<file path="config.mk">
export PLATFORM = sky130hd
export DESIGN_NAME = max_pool_relu_stream
export DESIGN_NICKNAME = d
export VERILOG_FILES = /design/src/rtl/cnn_pkg.sv /design/src/rtl/fp16_max2.sv /design/src/rtl/max_pool_relu_stream.sv
export SDC_FILE = /design/constraint.sdc
export NUM_CORES = 1
export LEC_CHECK = 0
export ABC_AREA = 1
export CAP_MARGIN = 10
export CORE_ASPECT_RATIO = 0.8
export CORE_UTILIZATION = 60
export DETAILED_ROUTE_END_ITERATION = 7
export PLACE_DENSITY_LB_ADDON = 0.05
export SLEW_MARGIN = 15
export SYNTH_ARGS = -nofsm -noshare
export SYNTH_HDL_FRONTEND = slang
export SYNTH_SLANG_ARGS = --single-unit
</file>
<file path="constraint.sdc">
create_clock -name clk -period 10.1 [get_ports clk]
set_input_delay 2.525 -clock clk [delete_from_list [all_inputs] [get_ports clk]]
set_output_delay 2.525 -clock clk [all_outputs]
set_load 0.05 [all_outputs]
</file>
<file path="src/rtl/cnn_pkg.sv">
// Shared fp16 types and compare helpers for the LeNet datapath.
// Macro POOL_RELU_EN: operands are ReLU'd, so max is an unsigned compare; otherwise signed fp16 compare.
package cnn_pkg;

  localparam int FP16_W = 16;
  localparam int FP16_SIGN = 15;
  localparam logic [FP16_W-1:0] FP16_ZERO = 16'h0000;

  typedef logic [FP16_W-1:0] fp16_t;

  function automatic fp16_t fp16_relu(input fp16_t x);
    fp16_t r;
    if (x[FP16_SIGN]) begin
      r = FP16_ZERO;
    end else begin
      r = x;
    end
    return r;
  endfunction

  // Strict a > b; ties (including +0 vs -0) return 0 so callers keep the earlier operand.
  function automatic logic fp16_gt(input fp16_t a, input fp16_t b);
    logic gt;
`ifndef POOL_RELU_EN
    logic [FP16_SIGN-1:0] a_mag;
    logic [FP16_SIGN-1:0] b_mag;
`endif
`ifdef POOL_RELU_EN
    gt = (a > b);
`else
    a_mag = a[FP16_SIGN-1:0];
    b_mag = b[FP16_SIGN-1:0];
    case ({a[FP16_SIGN], b[FP16_SIGN]})
      2'b00:   gt = (a_mag > b_mag);
      2'b11:   gt = (a_mag < b_mag);
      2'b01:   gt = (a_mag != 15'h0000) || (b_mag != 15'h0000);
      2'b10:   gt = 1'b0;
      default: gt = 1'b0;
    endcase
`endif
    return gt;
  endfunction

endpackage

</file>
<file path="src/rtl/fp16_max2.sv">
// Combinational two-operand fp16 max; on a tie the first operand (a_i) is kept.
// Compare flavour follows POOL_RELU_EN through cnn_pkg::fp16_gt.
module fp16_max2
  import cnn_pkg::*;
(
  input  fp16_t a_i,
  input  fp16_t b_i,
  output fp16_t max_o
);

  // Select the larger operand, preferring a_i on equality.
  always_comb begin
    if (fp16_gt(b_i, a_i)) begin
      max_o = b_i;
    end else begin
      max_o = a_i;
    end
  end

endmodule

</file>
<file path="src/rtl/max_pool_relu_stream.sv">
// Streaming ReLU + 2x2 stride-2 max pool over K channel-major fp16 maps of H x W pixels.
// Macro POOL_RELU_EN enables ReLU; without it the pool uses a signed fp16 max.
module max_pool_relu_stream
  import cnn_pkg::*;
#(
  parameter int DATA_WIDTH = 16,
  parameter int H = 32,
  parameter int W = 32,
  parameter int K = 6,
  localparam int CH_W = (K > 1) ? $clog2(K) : 1
) (
  input  logic                  clk,
  input  logic                  reset,
  input  logic                  in_valid,
  output logic                  in_ready,
  input  logic [DATA_WIDTH-1:0] in_data,
  output logic                  out_valid,
  input  logic                  out_ready,
  output logic [DATA_WIDTH-1:0] out_data,
  output logic [CH_W-1:0]       out_ch,
  output logic                  out_last
);

  localparam int COL_W = (W > 1) ? $clog2(W) : 1;
  localparam int ROW_W = (H > 1) ? $clog2(H) : 1;
  localparam int LB_D  = W / 2;
  localparam int LB_AW = (LB_D > 1) ? $clog2(LB_D) : 1;

  if (((H % 2) != 0) || ((W % 2) != 0)) begin : g_bad_dims
    $error("max_pool_relu_stream: H and W must be even");
  end
  if (DATA_WIDTH != FP16_W) begin : g_bad_width
    $error("max_pool_relu_stream: DATA_WIDTH must be 16");
  end

  logic [COL_W-1:0] col_q, col_d;
  logic [ROW_W-1:0] row_q, row_d;
  logic [CH_W-1:0]  ch_q, ch_d;
  fp16_t            p_q, p_d;
  fp16_t            lb_q [LB_D];
  logic [LB_AW-1:0] lb_idx_s;
  logic             lb_we_s;
  fp16_t            px_s, lb_rd_s, pair_s, win_s;
  logic             accept_s, col_last_s, row_last_s, ch_last_s;
  logic             out_valid_q, out_valid_d, out_last_q, out_last_d;
  fp16_t            out_data_q, out_data_d;
  logic [CH_W-1:0]  out_ch_q, out_ch_d;

`ifdef POOL_RELU_EN
  assign px_s = fp16_relu(in_data);
`else
  assign px_s = in_data;
`endif

  assign in_ready   = !out_valid_q || out_ready;
  assign accept_s   = in_valid && in_ready;
  assign col_last_s = (col_q == COL_W'(W - 1));
  assign row_last_s = (row_q == ROW_W'(H - 1));
  assign ch_last_s  = (ch_q == CH_W'(K - 1));
  assign lb_idx_s   = LB_AW'(col_q >> 1);
  assign lb_rd_s    = lb_q[lb_idx_s];

  // Pair stage covers the two pixels of the current row; window stage folds in the row above.
  fp16_max2 u_pair (.a_i(p_q),     .b_i(px_s),   .max_o(pair_s));
  fp16_max2 u_win  (.a_i(lb_rd_s), .b_i(pair_s), .max_o(win_s));

  // Next-state for counters, pair register and output register.
  always_comb begin
    col_d       = col_q;
    row_d       = row_q;
    ch_d        = ch_q;
    p_d         = p_q;
    lb_we_s     = 1'b0;
    out_data_d  = out_data_q;
    out_ch_d    = out_ch_q;
    out_last_d  = out_last_q;
    if (out_ready) begin
      out_valid_d = 1'b0;
    end else begin
      out_valid_d = out_valid_q;
    end
    if (accept_s) begin
      if (col_last_s) begin
        col_d = '0;
        if (row_last_s) begin
          row_d = '0;
          if (ch_last_s) begin
            ch_d = '0;
          end else begin
            ch_d = ch_q + CH_W'(1);
          end
        end else begin
          row_d = row_q + ROW_W'(1);
        end
      end else begin
        col_d = col_q + COL_W'(1);
      end
      if (!col_q[0]) begin
        p_d = px_s;
      end else if (!row_q[0]) begin
        lb_we_s = 1'b1;
      end else begin
        out_valid_d = 1'b1;
        out_data_d  = win_s;
        out_ch_d    = ch_q;
        out_last_d  = ch_last_s && row_last_s && col_last_s;
      end
    end else begin
      lb_we_s = 1'b0;
    end
  end

  // State and output registers.
  always_ff @(posedge clk) begin
    if (reset) begin
      col_q       <= '0;
      row_q       <= '0;
      ch_q        <= '0;
      p_q         <= FP16_ZERO;
      out_valid_q <= 1'b0;
      out_data_q  <= FP16_ZERO;
      out_ch_q    <= '0;
      out_last_q  <= 1'b0;
    end else begin
      col_q       <= col_d;
      row_q       <= row_d;
      ch_q        <= ch_d;
      p_q         <= p_d;
      out_valid_q <= out_valid_d;
      out_data_q  <= out_data_d;
      out_ch_q    <= out_ch_d;
      out_last_q  <= out_last_d;
    end
  end

  // Line buffer: every even row writes before the odd row reads, so no reset is needed.
  always_ff @(posedge clk) begin
    if (lb_we_s) begin
      lb_q[lb_idx_s] <= pair_s;
    end
  end

  assign out_valid = out_valid_q;
  assign out_data  = out_data_q;
  assign out_ch    = out_ch_q;
  assign out_last  = out_last_q;

endmodule

</file>
==> flow_summary.toml <==
[synth]
async_reset_ff_share_pct = 0
synth_area_um2 = 13900
post_synth_fa_ha_maj_area_fraction_pct = 3.06
warnings_synthesis = 0
synth_enable_flop_cells = 256
flop_and_latch_count_out_of_synthesis = 310
synth.net_count = 1420
synth_xor_xnor_area_share_pct = 0.0631
synthCells = 1366
syn_avg_cell_area_um2 = 10.2
compound_cell_area_share_of_the_yosys_netlist_pct = 9.75
synth_seq_area_share_pct = 63.1
unique_cell_type_count_in_the_yosys_netlist = 34
simple_gate_share_of_the_synthesized_area_pct = 18.1
synth_top_family_by_area = "simple AND/OR/NAND/NOR gates"
synth-main-ff-cell = "edfxtp_1"
synth.area.mux_share_pct = 0

[worst_setup_path]
ff2ff_path_depth = 19
critPathMaxFanout = 22
worst-setup-path-type = "input port to register"
required_ns = 10.50
crit_path_start_kind = "input port"
worst-r2r-setup-slack_ns = 5.16
timing.critical_path.to_type = "register"
rr_endpoint = "out_data[3]$_SDFFE_PP0P_"
arrival_ns = 7.24
critical_path.endpoint = "out_data[3]$_SDFFE_PP0P_"
crit_path_start = "in_data[14]"

[sta]
slew_violations = 0
grt_setup_unrepaired = "false"
period_needed_ns = 6.84
worstMarginPinSlew_ns = 1.09
final-hold-violation-count = 0
fin_setup_tns_ns = 0
finalClockSkew_ns = 0.0164
hold_slack_ns = 0.466
postLayoutSetupSlackWorst_ns = 3.26
relSlewSlack_pct = 26.9
final_min_period_over_clock_period_pct = 67.7
timing.fmax_ghz = 0.146
timing.final.setup_violations = 0

[layout]
fill_cells = 1761
nets = 1449
layout_area_growth_over_synthesis_pct = 11.0
layout-drive-gt1-share_pct = 7.47
finish.utilization_pct = 68.4
num_antenna_cells = 0

[global_routing]
gr-usage-all-layers_pct = 29.0
antenna_violations_before_repair = 0
pin_count_of_the_biggest_net_entering_global_routing = 87
globalRoute.totalOverflow = 0
grt_pass1_wl_um = 51900
first_global_vias = 9360

[drt]
detailroute.via_count = 9925
first_iter_violations = 1134
route.detailed.vias_per_inst = 5.75
drtAntennaViolNets = 0
drt_pre_antenna_iters = 5
detail_route.wirelength_um = 33600
wl_per_cell_um = 19.5
post_route_drc_violation_count = 0

[clock_tree]
cts_buffer_depth = 3
number_of_hold_buffers_added_after_cts = 0
clk_pin_slew_worst_paths_ns = 0.06
cts_inserted_buffers = 30
cts-root-buf = "clkbuf_16"
clock_tree_from_tritoncts = "built"
postCtsSetupBuffers = 0
h_tree_level_count = 1
clock-sinks = 310
worst_skew_pair.late_latency_ns = 0.56
post_cts.resized_instances = 0

[job]
cap_violations = 0

[die]
placementRows = 49
die_height_um = 138
design.portCount = 42
floorplan.core_area_um2 = 22600
floorplan.die.width_um = 172
initial_utilization_pct = 61.6
floorplan.die_area_um2 = 23800

[pwr]
vdd_ir_drop_max_mv = 0.159
leakage_nw = 5.65
p_per_area_nw_per_um2 = 183

[status]
status = "finished clean"

[hold_path]
hold_path.class = "register to register"
timing.hold.worst.start = "out_data[8]$_SDFFE_PP0P_"

[placement]
gp_routability_congestion = 0.883
place_ws_ns = 2.85
io_buf_count = 41
detailedPlacementHpwl_um = 19500
registers in the layout, indices dropped and copies added, names as in the netlist, 3 cells and up, named ones only:
name and cells:
lb_q 256, out_data 16, p_q 16, col_q 5
row_q 5, ch_q 3, out_ch 3
final cells by class:
| cell class | instances | area, µm² | area share [%] |
|---|---|---|---|
| Clock inverter | 7 | 52.6 | 0.341 |
| Tap cell | 306 | 383 | 2.48 |
| Inverter | 109 | 409 | 2.65 |
| Clock buffer | 49 | 876 | 5.68 |
| Sequential cell | 310 | 8770 | 56.9 |
| Multi-Input combinational cell | 880 | 4350 | 28.2 |
| Timing Repair Buffer | 64 | 583 | 3.78 |
kinds of logic (layout without fill, tap and decap cells):
logic type / count (synthesis) / in the layout
buf+inv: 176 / 229
xor+xnor: 1 / 1
simple gates: 599 / 599
fa+ha+maj: 34 / 34
compound gates: 246 / 246
flops: 310 / 310
synth_stat cells, types with 2 or more instances:
cell | count | area (µm²)
nor2_1 | 264 | 991
edfxtp_1 | 256 | 7690
nand2_1 | 164 | 616
nand3_1 | 145 | 726
inv_1 | 104 | 390
o21ai_0 | 93 | 465
a21oi_1 | 59 | 295
dfxtp_1 | 54 | 1080
o21ai_1 | 53 | 265
ha_1 | 34 | 425
o211ai_1 | 27 | 203
buf_2 | 26 | 130
clkbuf_1 | 20 | 75.1
buf_6 | 16 | 180
nor3_1 | 8 | 40.0
nand2_2 | 6 | 37.5
nand4_1 | 6 | 37.5
inv_2 | 4 | 15.0
o211ai_2 | 4 | 50.1
a31oi_1 | 3 | 18.8
buf_1 | 3 | 11.3
o221ai_1 | 3 | 26.3
buf_4 | 2 | 15.0
nand2_4 | 2 | 22.5
per-stage QoR:
stage | instance area, µm² | total power [W] | cells
2_1_floorplan | 13900 | 0.00170 | 1366
3_3_place_gp | 14500 | 0.00178 | 1669
3_5_place_dp | 14500 | 0.00179 | 1669
4_1_cts | 15400 | 0.00282 | 1725
5_1_grt | 15400 | 0.00292 | 1725
6_report | 15400 | 0.00282 | 1725
per-layer routing:
layer,GRT usage (%),routed length [µm],vias up
met5,0,0,-
met4,7.82,677,0
met3,5.24,3350,45
met2,44.6,15500,437
met1,42.5,14100,4660
li1,-,-,4783
worst min path at each step:
stage                     cells after the start                        end  slack (ns)
final                                         2   out_data[8]$_SDFFE_PP0P_        0.47
after global routing                          2  out_data[13]$_SDFFE_PP0P_        0.48
after CTS                                     2   out_data[7]$_SDFFE_PP0P_        0.47
after detailed placement                      2   out_data[7]$_SDFFE_PP0P_        0.46
after global placement                        2      row_q[4]$_SDFFE_PP0P_        0.46
after floorplan                               2      row_q[4]$_SDFFE_PP0P_        0.45
report_power, final:
| group | total (W) | switching (W) | internal [W] |
|---|---|---|---|
| Sequential | 0.00145 | 0.0000124 | 0.00143 |
| Clock | 0.00105 | 0.000462 | 0.000592 |
| Combinational | 0.000320 | 0.000235 | 0.0000855 |
worst max-delay path, stage by stage:
cell	delay [ns]
clkdlybuf4s50_1	0.50
ha_1	0.36
nand2_2	0.10
inv_1	0.04
nand2_1	0.06
nand2_1	0.06
a21oi_2	0.15
nand2_2	0.10
nand2_4	0.13
nand3_4	0.25
nand2_1	0.13
nand2_1	0.45
ha_1	0.53
nand2_1	0.06
o21ai_0	0.16
nand4_1	0.11
o211ai_1	0.10
a21oi_1	0.08
o21ai_0	0.20
nand3_1	0.47
nand2_4	0.39
nand2_1	0.09
nand3_1	0.09
a21oi_1	0.09
layout by cell type (no fill, tap or decap), types with 2 or more instances in the layout:
master and n:
inv_1 104, clkbuf_8 5, inv_2 4, o211ai_2 4, edfxtp_1 256, nand2_4 2, a21oi_1 59, clkbuf_2 3
o211ai_1 27, o21ai_1 54, nand2_2 6, nor3_1 8, nand4_1 6, clkbuf_1 11, dfxtp_1 52, o221ai_1 3
clkbuf_16 30, buf_4 23, a31oi_1 3, nor2_1 248, nand3_1 145, ha_1 34, nor2_2 15, nor2_4 2
clkdlybuf4s50_1 41, nand2_1 164, clkinv_2 4, o21ai_0 92
Note: power is estimated with default switching activity, not from simulation.
==> RTL edit, RTL diff (same flow settings) <==
Reset style: asynchronous (`reset`), changed in one clocked block.
--- a/src/rtl/max_pool_relu_stream.sv
+++ b/src/rtl/max_pool_relu_stream.sv
@@ -112,5 +112,5 @@
 
   // State and output registers.
-  always_ff @(posedge clk) begin
+  always_ff @(posedge clk or posedge reset) begin
     if (reset) begin
       col_q       <= '0;
Formal check against the unedited RTL: same outputs for any inputs over 10 cycles, from zero or initial values and one cycle with reset high; that may be too few to reach the edited logic, so the function may still have changed.
==> RTL edit against the unedited design <==
Sequential cell count is 4 lower; area after synthesis is 3.3% lower; cell area is 1.7% lower; worst setup slack worse by 0.29 ns; highest routed layer unchanged; count of clock-buffer cells in the layout is 10 lower; routed wire length is 1.8% lower.
Power is not compared: it rests on default switching activity, and its combinational part moved more than twofold at a synthesized area within 25%.
==> RTL edit: results (changes against the unedited design) <==
Outcome
  • Status: completed

Clock tree
  • CTS Buf Count: 28 (-6.7%)
  • Num Clock Sinks: 306 (-1.3%)

Placed design
  • GP Congestion: 0.8702 (-1.4%)
  • Placed Instances: 1607 (-3.7%)

Cells and area
  • Buffer share of cell area: 3.698% (-0.082 points)
  • Seq area share: 58.97% (+2.1 points)
  • Post-route design area: 15160 um^2 (-1.7%)
  • Nets: 1391 (-4.0%)
  • Share of cells above drive strength 1: 6.917% (-0.55 points)
  • Non-clk bufs: 61 (-4.7%)
  • Inverters: 80 (-27%)
  • Final-layout clock-cell area share: 6.546% (+0.53 points)
  • # clk buffers: 39 (-20%)

Global routing
  • Largest net degree at the start of global routing: 54 (-38%)
  • Vias in the first global route: 8764 (-6.4%)
  • First-pass GRT wire length: 50230 um (-3.3%)
  • All-layer global routing usage: 29.57% (+0.60 points)

Synth
  • Synth cell count leaders: nand2_1 (519), edfxtp_1 (256), nor2_1 (78), inv_1 (76), nand3_1 (70)
  • Synth cell types: 33 (-2.9%)
  • Share of the yosys chip area belonging to registers: 66.52% (+3.4 points)
  • Synth Cell Area: 13440 um^2 (-3.3%)
  • Async set-reset flop share out of synthesis: 16.34% (+16 points)
  • Area contributors post-synth: edfxtp_1 (57%), nand2_1 (14%), dfrtp_1 (9.3%)

Hold path
  • Hold path depth: 1 (-1)
  • Hold-critical path endpoint: ch_q[0]$_DFFE_PP0P_

Critical path
  • Worst setup path start: in_data[13]
  • Setup slack, reg-to-reg: 4.98 ns (-0.18 ns)
  • Worst path arrival time: 7.55 ns (+0.31 ns)
  • CP max stage delay: 0.48 ns (-0.05 ns)
  • Crit path capture: out_data[12]$_DFFE_PP0P_
  • Crit-path max FO: 19 (-14%)

Routing
  • DR WL/cell: 19.89 um (+2.1%)
  • 1st-iter DRT viols: 897 (-21%)
  • Vias per cell: 5.693 (-1.1%)

Timing
  • Slew Limit Headroom: 17.68% (-9.2 points)
  • Final min period: 7.127 ns (+0.2867 ns)
  • WHS: 0.4757 ns (+0.009823 ns)
RTL edit: cell types whose count changed after synthesis, sizes merged, moves of 30 or more:
cell	unedited run	this run
dfrtp	0	50
dfxtp	54	0
inv	108	78
nand2	172	522
nand3	146	70
nor2	265	82
o211ai	31	1
o21ai	147	47
RTL edit: logic make-up after synthesis:
logic type               after synthesis  share of synthesized area, %
adder cells (fa/ha/maj)               34                         3.166
AND/OR/NAND/NOR                      714                         21.55
XOR/XNOR                               1                       0.06519
flip-flops                           306                         66.52
AO/OA/AOI/OAI                        111                         4.395
buffers and inverters                128                         4.311
RTL edit: metal layers:
layer | track usage [%] | vias up | wire length (um)
met2 | 44.47 | 432 | 14610
met3 | 5.502 | 68 | 3043
met1 | 44.41 | 4498 | 14580
met4 | 8.308 | 0 | 772
li1 | - | 4447 | -
met5 | 0 | - | 0
RTL edit: report_power, final:
part	switching, mW	total [mW]	internal (mW)
sequential	0.0691	1.80	1.73
clock	0.456	1.14	0.688
combinational	1.67	2.28	0.605
total	2.20	5.22	3.02
